[src/rtl/datapath_pkg.sv]
// Shared definitions for the sequential bus datapath: opcodes, FSM states
// and default sizing.
package datapath_pkg;
   localparam int DEF_WIDTH = 32;
   localparam int DEF_NREGS = 16;

   typedef enum logic [2:0] {
      OP_ADD = 3'd0,
      OP_SUB = 3'd1,
      OP_AND = 3'd2,
      OP_OR  = 3'd3,
      OP_SHL = 3'd4,
      OP_SHR = 3'd5,
      OP_MUL = 3'd6,
      OP_DIV = 3'd7
   } op_t;

   typedef enum logic [1:0] {
      IDLE  = 2'd0,
      LOADY = 2'd1,
      EXEC  = 2'd2,
      WRITE = 2'd3
   } state_t;
endpackage

[src/rtl/seq_muldiv.sv]
// Iterative unsigned shift-add multiplier / restoring divider, one bit per
// cycle for WIDTH cycles. hi/lo present the result of the step in progress.
module seq_muldiv
   import datapath_pkg::*;
#(
   parameter int WIDTH = DEF_WIDTH
) (
   input  logic             clk,
   input  logic             clr,
   input  logic             go,
   input  logic             div,
   input  logic [WIDTH-1:0] a,
   input  logic [WIDTH-1:0] b,
   output logic             ready,
   output logic [WIDTH-1:0] hi,
   output logic [WIDTH-1:0] lo
);
   localparam int CW = $clog2(WIDTH + 1);

   logic [CW-1:0]    cnt;
   logic [WIDTH-1:0] acc, qm, opnd;
   logic             is_div;
   logic [WIDTH:0]   sum, trial;

   // acc: partial product high half / partial remainder; qm: multiplier / quotient
   always_comb begin
      sum   = {1'b0, acc} + (qm[0] ? {1'b0, opnd} : '0);
      trial = {acc, qm[WIDTH-1]};
      hi    = sum[WIDTH:1];
      lo    = {sum[0], qm[WIDTH-1:1]};
      if (is_div) begin
         if (trial >= {1'b0, opnd}) begin
            hi = trial[WIDTH-1:0] - opnd;
            lo = {qm[WIDTH-2:0], 1'b1};
         end else begin
            hi = trial[WIDTH-1:0];
            lo = {qm[WIDTH-2:0], 1'b0};
         end
      end
   end

   // ready marks the last step so the caller can latch hi/lo on that edge
   assign ready = (cnt == CW'(1));

   always_ff @(posedge clk or negedge clr) begin
      if (!clr) begin
         cnt    <= '0;
         acc    <= '0;
         qm     <= '0;
         opnd   <= '0;
         is_div <= 1'b0;
      end else if (go) begin
         cnt    <= CW'(WIDTH);
         acc    <= '0;
         qm     <= a;
         opnd   <= b;
         is_div <= div;
      end else if (cnt != '0) begin
         cnt <= cnt - CW'(1);
         acc <= hi;
         qm  <= lo;
      end
   end
endmodule

[src/rtl/bus_datapath_seq.sv]
// Register file + Y/Z bus datapath driven by a four-state sequencer;
// MUL/DIV are delegated to the iterative seq_muldiv engine.
module bus_datapath_seq
   import datapath_pkg::*;
#(
   parameter int WIDTH   = DEF_WIDTH,
   parameter int NREGS   = DEF_NREGS,
   parameter bit R0_ZERO = 1'b1,
   localparam int AW     = $clog2(NREGS),
   localparam int SW     = $clog2(WIDTH)
) (
   input  logic             clk,
   input  logic             clr,
   input  logic             start,
   input  logic [2:0]       op,
   input  logic [AW-1:0]    ra,
   input  logic [AW-1:0]    rb,
   input  logic [AW-1:0]    rc,
   input  logic             load_en,
   input  logic [WIDTH-1:0] load_data,
   input  logic [AW-1:0]    dbg_sel,
   output logic [WIDTH-1:0] dbg_data,
   output logic             busy,
   output logic             done,
   output logic             err,
   output logic [WIDTH-1:0] hi,
   output logic [WIDTH-1:0] lo
);
   state_t           state, state_nx;
   op_t              op_q;
   logic [AW-1:0]    ra_q, rb_q, rc_q;
   logic [WIDTH-1:0] regs [NREGS];
   logic [WIDTH-1:0] y, zhi, zlo, hi_r, lo_r;
   logic [WIDTH-1:0] b_val, c_val, alu_hi, alu_lo, md_hi, md_lo;
   logic             done_r, err_r, is_iter, div0, go, md_ready;

   assign b_val    = (R0_ZERO && rb_q == '0) ? '0 : regs[rb_q];
   assign c_val    = (R0_ZERO && rc_q == '0) ? '0 : regs[rc_q];
   assign dbg_data = (R0_ZERO && dbg_sel == '0) ? '0 : regs[dbg_sel];

   assign is_iter = (op_q == OP_MUL) || (op_q == OP_DIV);
   assign div0    = (op_q == OP_DIV) && (c_val == '0);
   // engine loads in LOADY from the same source Y receives, so EXEC spends exactly WIDTH cycles
   assign go      = (state == LOADY) && is_iter && !div0;

   seq_muldiv #(.WIDTH(WIDTH)) u_muldiv (
      .clk   (clk),
      .clr   (clr),
      .go    (go),
      .div   (op_q == OP_DIV),
      .a     (b_val),
      .b     (c_val),
      .ready (md_ready),
      .hi    (md_hi),
      .lo    (md_lo)
   );

   always_comb begin
      state_nx = state;
      unique case (state)
         IDLE:    if (start) state_nx = LOADY;
         LOADY:   state_nx = EXEC;
         EXEC:    if (!is_iter || div0 || md_ready) state_nx = WRITE;
         WRITE:   state_nx = IDLE;
         default: state_nx = IDLE;
      endcase
   end

   always_comb begin
      alu_hi = '0;
      alu_lo = '0;
      case (op_q)
         OP_ADD: alu_lo = y + c_val;
         OP_SUB: alu_lo = y - c_val;
         OP_AND: alu_lo = y & c_val;
         OP_OR:  alu_lo = y | c_val;
         OP_SHL: alu_lo = y << c_val[SW-1:0];
         OP_SHR: alu_lo = y >> c_val[SW-1:0];
         default: begin
            if (div0) begin
               alu_hi = y;
               alu_lo = '1;
            end else begin
               alu_hi = md_hi;
               alu_lo = md_lo;
            end
         end
      endcase
   end

   always_ff @(posedge clk or negedge clr) begin
      if (!clr) state <= IDLE;
      else      state <= state_nx;
   end

   always_ff @(posedge clk or negedge clr) begin
      if (!clr) begin
         for (int i = 0; i < NREGS; i++) regs[i] <= '0;
         op_q   <= OP_ADD;
         ra_q   <= '0;
         rb_q   <= '0;
         rc_q   <= '0;
         y      <= '0;
         zhi    <= '0;
         zlo    <= '0;
         hi_r   <= '0;
         lo_r   <= '0;
         done_r <= 1'b0;
         err_r  <= 1'b0;
      end else begin
         done_r <= 1'b0;
         err_r  <= 1'b0;
         case (state)
            IDLE: begin
               // a simultaneous load is dropped in favour of start
               if (start) begin
                  op_q <= op_t'(op);
                  ra_q <= ra;
                  rb_q <= rb;
                  rc_q <= rc;
               end else if (load_en && !(R0_ZERO && ra == '0)) begin
                  regs[ra] <= load_data;
               end
            end
            LOADY: y <= b_val;
            EXEC: begin
               if (state_nx == WRITE) begin
                  zhi <= alu_hi;
                  zlo <= alu_lo;
               end
            end
            WRITE: begin
               if (!(R0_ZERO && ra_q == '0)) regs[ra_q] <= zlo;
               if (is_iter) begin
                  hi_r <= zhi;
                  lo_r <= zlo;
               end
               done_r <= 1'b1;
               err_r  <= div0;
            end
            default: ;
         endcase
      end
   end

   assign busy = (state != IDLE);
   assign done = done_r;
   assign err  = err_r;
   assign hi   = hi_r;
   assign lo   = lo_r;
endmodule

[config.mk]
export PLATFORM = sky130hd
export DESIGN_NAME = bus_datapath_seq
export DESIGN_NICKNAME = d
export VERILOG_FILES = /design/src/rtl/datapath_pkg.sv /design/src/rtl/seq_muldiv.sv /design/src/rtl/bus_datapath_seq.sv
export SDC_FILE = /design/constraint.sdc
export NUM_CORES = 2
export LEC_CHECK = 0
export ABC_AREA = 1
export CORE_ASPECT_RATIO = 0.5
export CORE_MARGIN = 2
export CORE_UTILIZATION = 40
export CTS_BUF_LIST = sky130_fd_sc_hd__clkbuf_8
export CTS_CLUSTER_SIZE = 12
export DETAILED_ROUTE_END_ITERATION = 12
export PLACE_DENSITY_LB_ADDON = 0.12
export SYNTH_ARGS = -nofsm -noshare
export SYNTH_HDL_FRONTEND = slang
export SYNTH_SLANG_ARGS = --single-unit
export TNS_END_PERCENT = 1
[constraint.sdc]
create_clock -name clk -period 12.6 [get_ports clk]
set_clock_uncertainty 0.2 [all_clocks]
set_input_delay 2.52 -clock clk [delete_from_list [all_inputs] [get_ports clk]]
set_output_delay 2.52 -clock clk [all_outputs]
set_load 0.02 [all_outputs]
==> metrics.md <==
| Metric | Value |
|---|---|
| Run status | `finished clean` |
| Area leader, netlist | `dfrtp_1` |
| Tmin final | `slightly below 9 ns` |
| Half-perimeter wire length after detailed placement | `198 mm` |
| Final period util | `68.6%` |
| Cts bufs inserted | `144` |
| Die W | `roughly 550 µm` |
| GRT overflow | `0` |
| Flops & latches, synth | `between 700 and 800` |
| Post-Syn Area | `0.0602 mm²` |
| Crit. End Element | `output port` |
| H-Tree Depth | `4` |
| IO Count | `154` |
| Vias in the first global route | `61700` |
| First-pass GRT wire length | `between 400 and 500 mm` |
| Final Util | `roughly 44%` |
| Post-synth cell types | `57` |
| Syn avg cell area | `6.68 µm²` |
| CTS clock-pin slew for the worst setup and hold paths | `about 0.060 ns` |
| Worst VDD drop | `0.000304 V` |
| Final setup vio count | `0` |
| Core ar. | `0.149 mm²` |
| # hold bufs at CTS | `0` |
| YS warnings | `0` |
| TNS Setup | `0 ns` |
| Port bufs | `153` |
| Gr usage total | `39.3%` |
| Post CTS Setup Buffer Count | `0` |
| Ys flop type | `dfrtp_1` |
| Pre-CTS WS | `4.19 ns` |
| Final GP Congestion | `0.980` |
| Design Power | `23.5 mW` |
| Count of final hold-check violations | `0` |
| Reg2Reg Depth | `21` |
| FFs w/ async S/R, synth | `100%` |
| Pin count of the biggest net entering global routing | `243` |
| Top-count cell post-synth | `nand2_1` |
| Slew margin rel. | `under 10%` |
| Max frequency | `around 120 MHz` |
| Worst-path maximum fanout | `17` |
| First-pass DRT Iterations | `9` |
| Nets | `8863` |
| # rows | `100` |
| Clock sinks | `794` |
| CP required | `9.88 ns` |
| DRC Markers | `0` |
| Root buffer cell | `clkbuf_8` |
| Worst setup SP type | `primary input` |
| Crit path DAT | `5.92 ns` |
| Max-cap violations | `0` |
| Number of synthesized flops with an enable pin | `0` |
| Post-CTS sizing | `0` |
| Layout area overhead | `8.37%` |
| Hold Path Class | `reg -> reg` |
| Die Y | `278 µm` |
| CTS tree | `built` |
| Proportion of layout cells with a drive suffix above 1 | `6.97%` |
| Leak | `30.9 nW` |
| Hold path depth | `0` |
| Initial Utilization | `40.4%` |
| Hold_ws | `approximately 0.22 ns` |
| Starting DRT DRC Count | `10100` |
| Syn Inst Count | `9013` |
| Die Area | `0.154 mm²` |
| Post-synthesis sequential area ratio | `between 30% and 40%` |
| Synth Net Count | `just over 9000` |
| Least-Margin Pin Slew | `1.38 ns` |
| Max-slew violation count | `0` |
| Skew-Pair Late Insertion Delay | `0.91 ns` |
| Yosys top cell area share | `33.0%` |
| Most frequent cells after synthesis | `nand2_1 (1728), a21oi_1 (997), o21ai_0 (885)` |
| Final worst-path setup slack | `3.96 ns` |
| Final antenna-violating net count | `0` |
| CP Class | `in -> out` |
| Initial antenna violation count | `9` |
| WL/cell | `29.0 µm` |
| Final WL | `313 mm` |
| CTS max path bufs | `4` |
| Power Dens Cells | `about 360 mW/mm²` |
| Vias per inst | `between 6 and 7` |
| Fillers | `15800` |
| Synth top area cells | `dfrtp_1 (33%), nand2_1 (11%), a21oi_1 (8.3%)` |
| RSZ-0062 raised after global routing | `no` |
| Total number of vias | `68000` |
-- worst paths after layout --
check                      startpoint         endpoint  slack, ns
max                        dbg_sel[2]     dbg_data[14]       3.96
min                         regs[496]        regs[496]       0.22
max reg2reg                   rc_q[0]  u_muldiv.qm[31]       4.64
min reg2reg                 regs[496]        regs[496]       0.22
max in group asynchronous         clr         regs[84]       8.60
min in group asynchronous         clr          zhi[25]       1.43
-- placed cells by master (no fill, tap or decap), types with 131 or more instances in the layout --
cell and instances:
nand2_1 1710, a21oi_1 997, o21ai_0 885, nand3_1 835
inv_1 827, dfrtp_1 786, nor2_1 778, o22ai_1 497
o211ai_1 216, clkbuf_8 179, mux2_2 152, clkdlybuf4s50_1 148
buf_4 131
-- registers in the layout, indices dropped and copies added (netlist names) --
register,count
regs,512
hi,32
lo,32
u_muldiv.acc,32
u_muldiv.opnd,32
u_muldiv.qm,32
y,32
zhi,32
zlo,32
u_muldiv.cnt,6
ra_q,4
rb_q,4
rc_q,4
op_q,3
state,2
done,1
err,1
u_muldiv.is_div,1
-- worst max-delay path, cell delays in order --
cell and delay, ns:
buf_2 0.33, buf_4 0.41, nor2_4 0.74, buf_4 0.51, nand2_1 0.11, a31oi_1 0.53
clkdlybuf4s50_1 0.72
-- cell families after synthesis --
| group | Yosys count | synth area share, % |
|---|---|---|
| AND/OR/NAND/NOR | 3520 | 24.5 |
| AO/OA/AOI/OAI | 2795 | 25.8 |
| buffers and inverters | 1560 | 10.3 |
| flip-flops | 794 | 33.0 |
| multiplexers | 172 | 3.17 |
| adder cells (fa/ha/maj) | 108 | 2.28 |
| XOR/XNOR | 64 | 0.931 |
-- power breakdown --
group	switching [mW]	internal, mW
Combinational	11.7	4.46
Clock	1.27	1.36
Sequential	1.04	3.69
-- per-stage QoR --
| step | area [µm²] | cells |
|---|---|---|
| 6_report | 65300 | 10800 |
| 5_1_grt | 65300 | 10800 |
| 4_1_cts | 65300 | 10800 |
| 3_5_place_dp | 62400 | 10500 |
| 3_3_place_gp | 62400 | 10500 |
| 2_1_floorplan | 60200 | 9013 |
-- final cells by class --
class / instances / area, µm² / area share (%)
multi-input cells: 6659 / 34300 / 52.6
clock buffers: 178 / 2450 / 3.75
flip-flops and latches: 794 / 19900 / 30.5
repair buffers: 289 / 2620 / 4.01
well taps: 1989 / 2490 / 3.81
diodes: 6 / 15.0 / 0.0230
inverters: 812 / 3070 / 4.70
clock inverters: 71 / 423 / 0.648
-- routing by layer --
layer | track usage (%) | wire length, µm | up-vias
met1 | 52.3 | 126000 | 32300
met2 | 56.1 | 127000 | 4554
met3 | 15.8 | 45300 | 905
li1 | - | - | 30200
met4 | 16.7 | 15100 | 20
met5 | 0 | 195 | -
No activity file was read; power rests on OpenSTA's default activity.
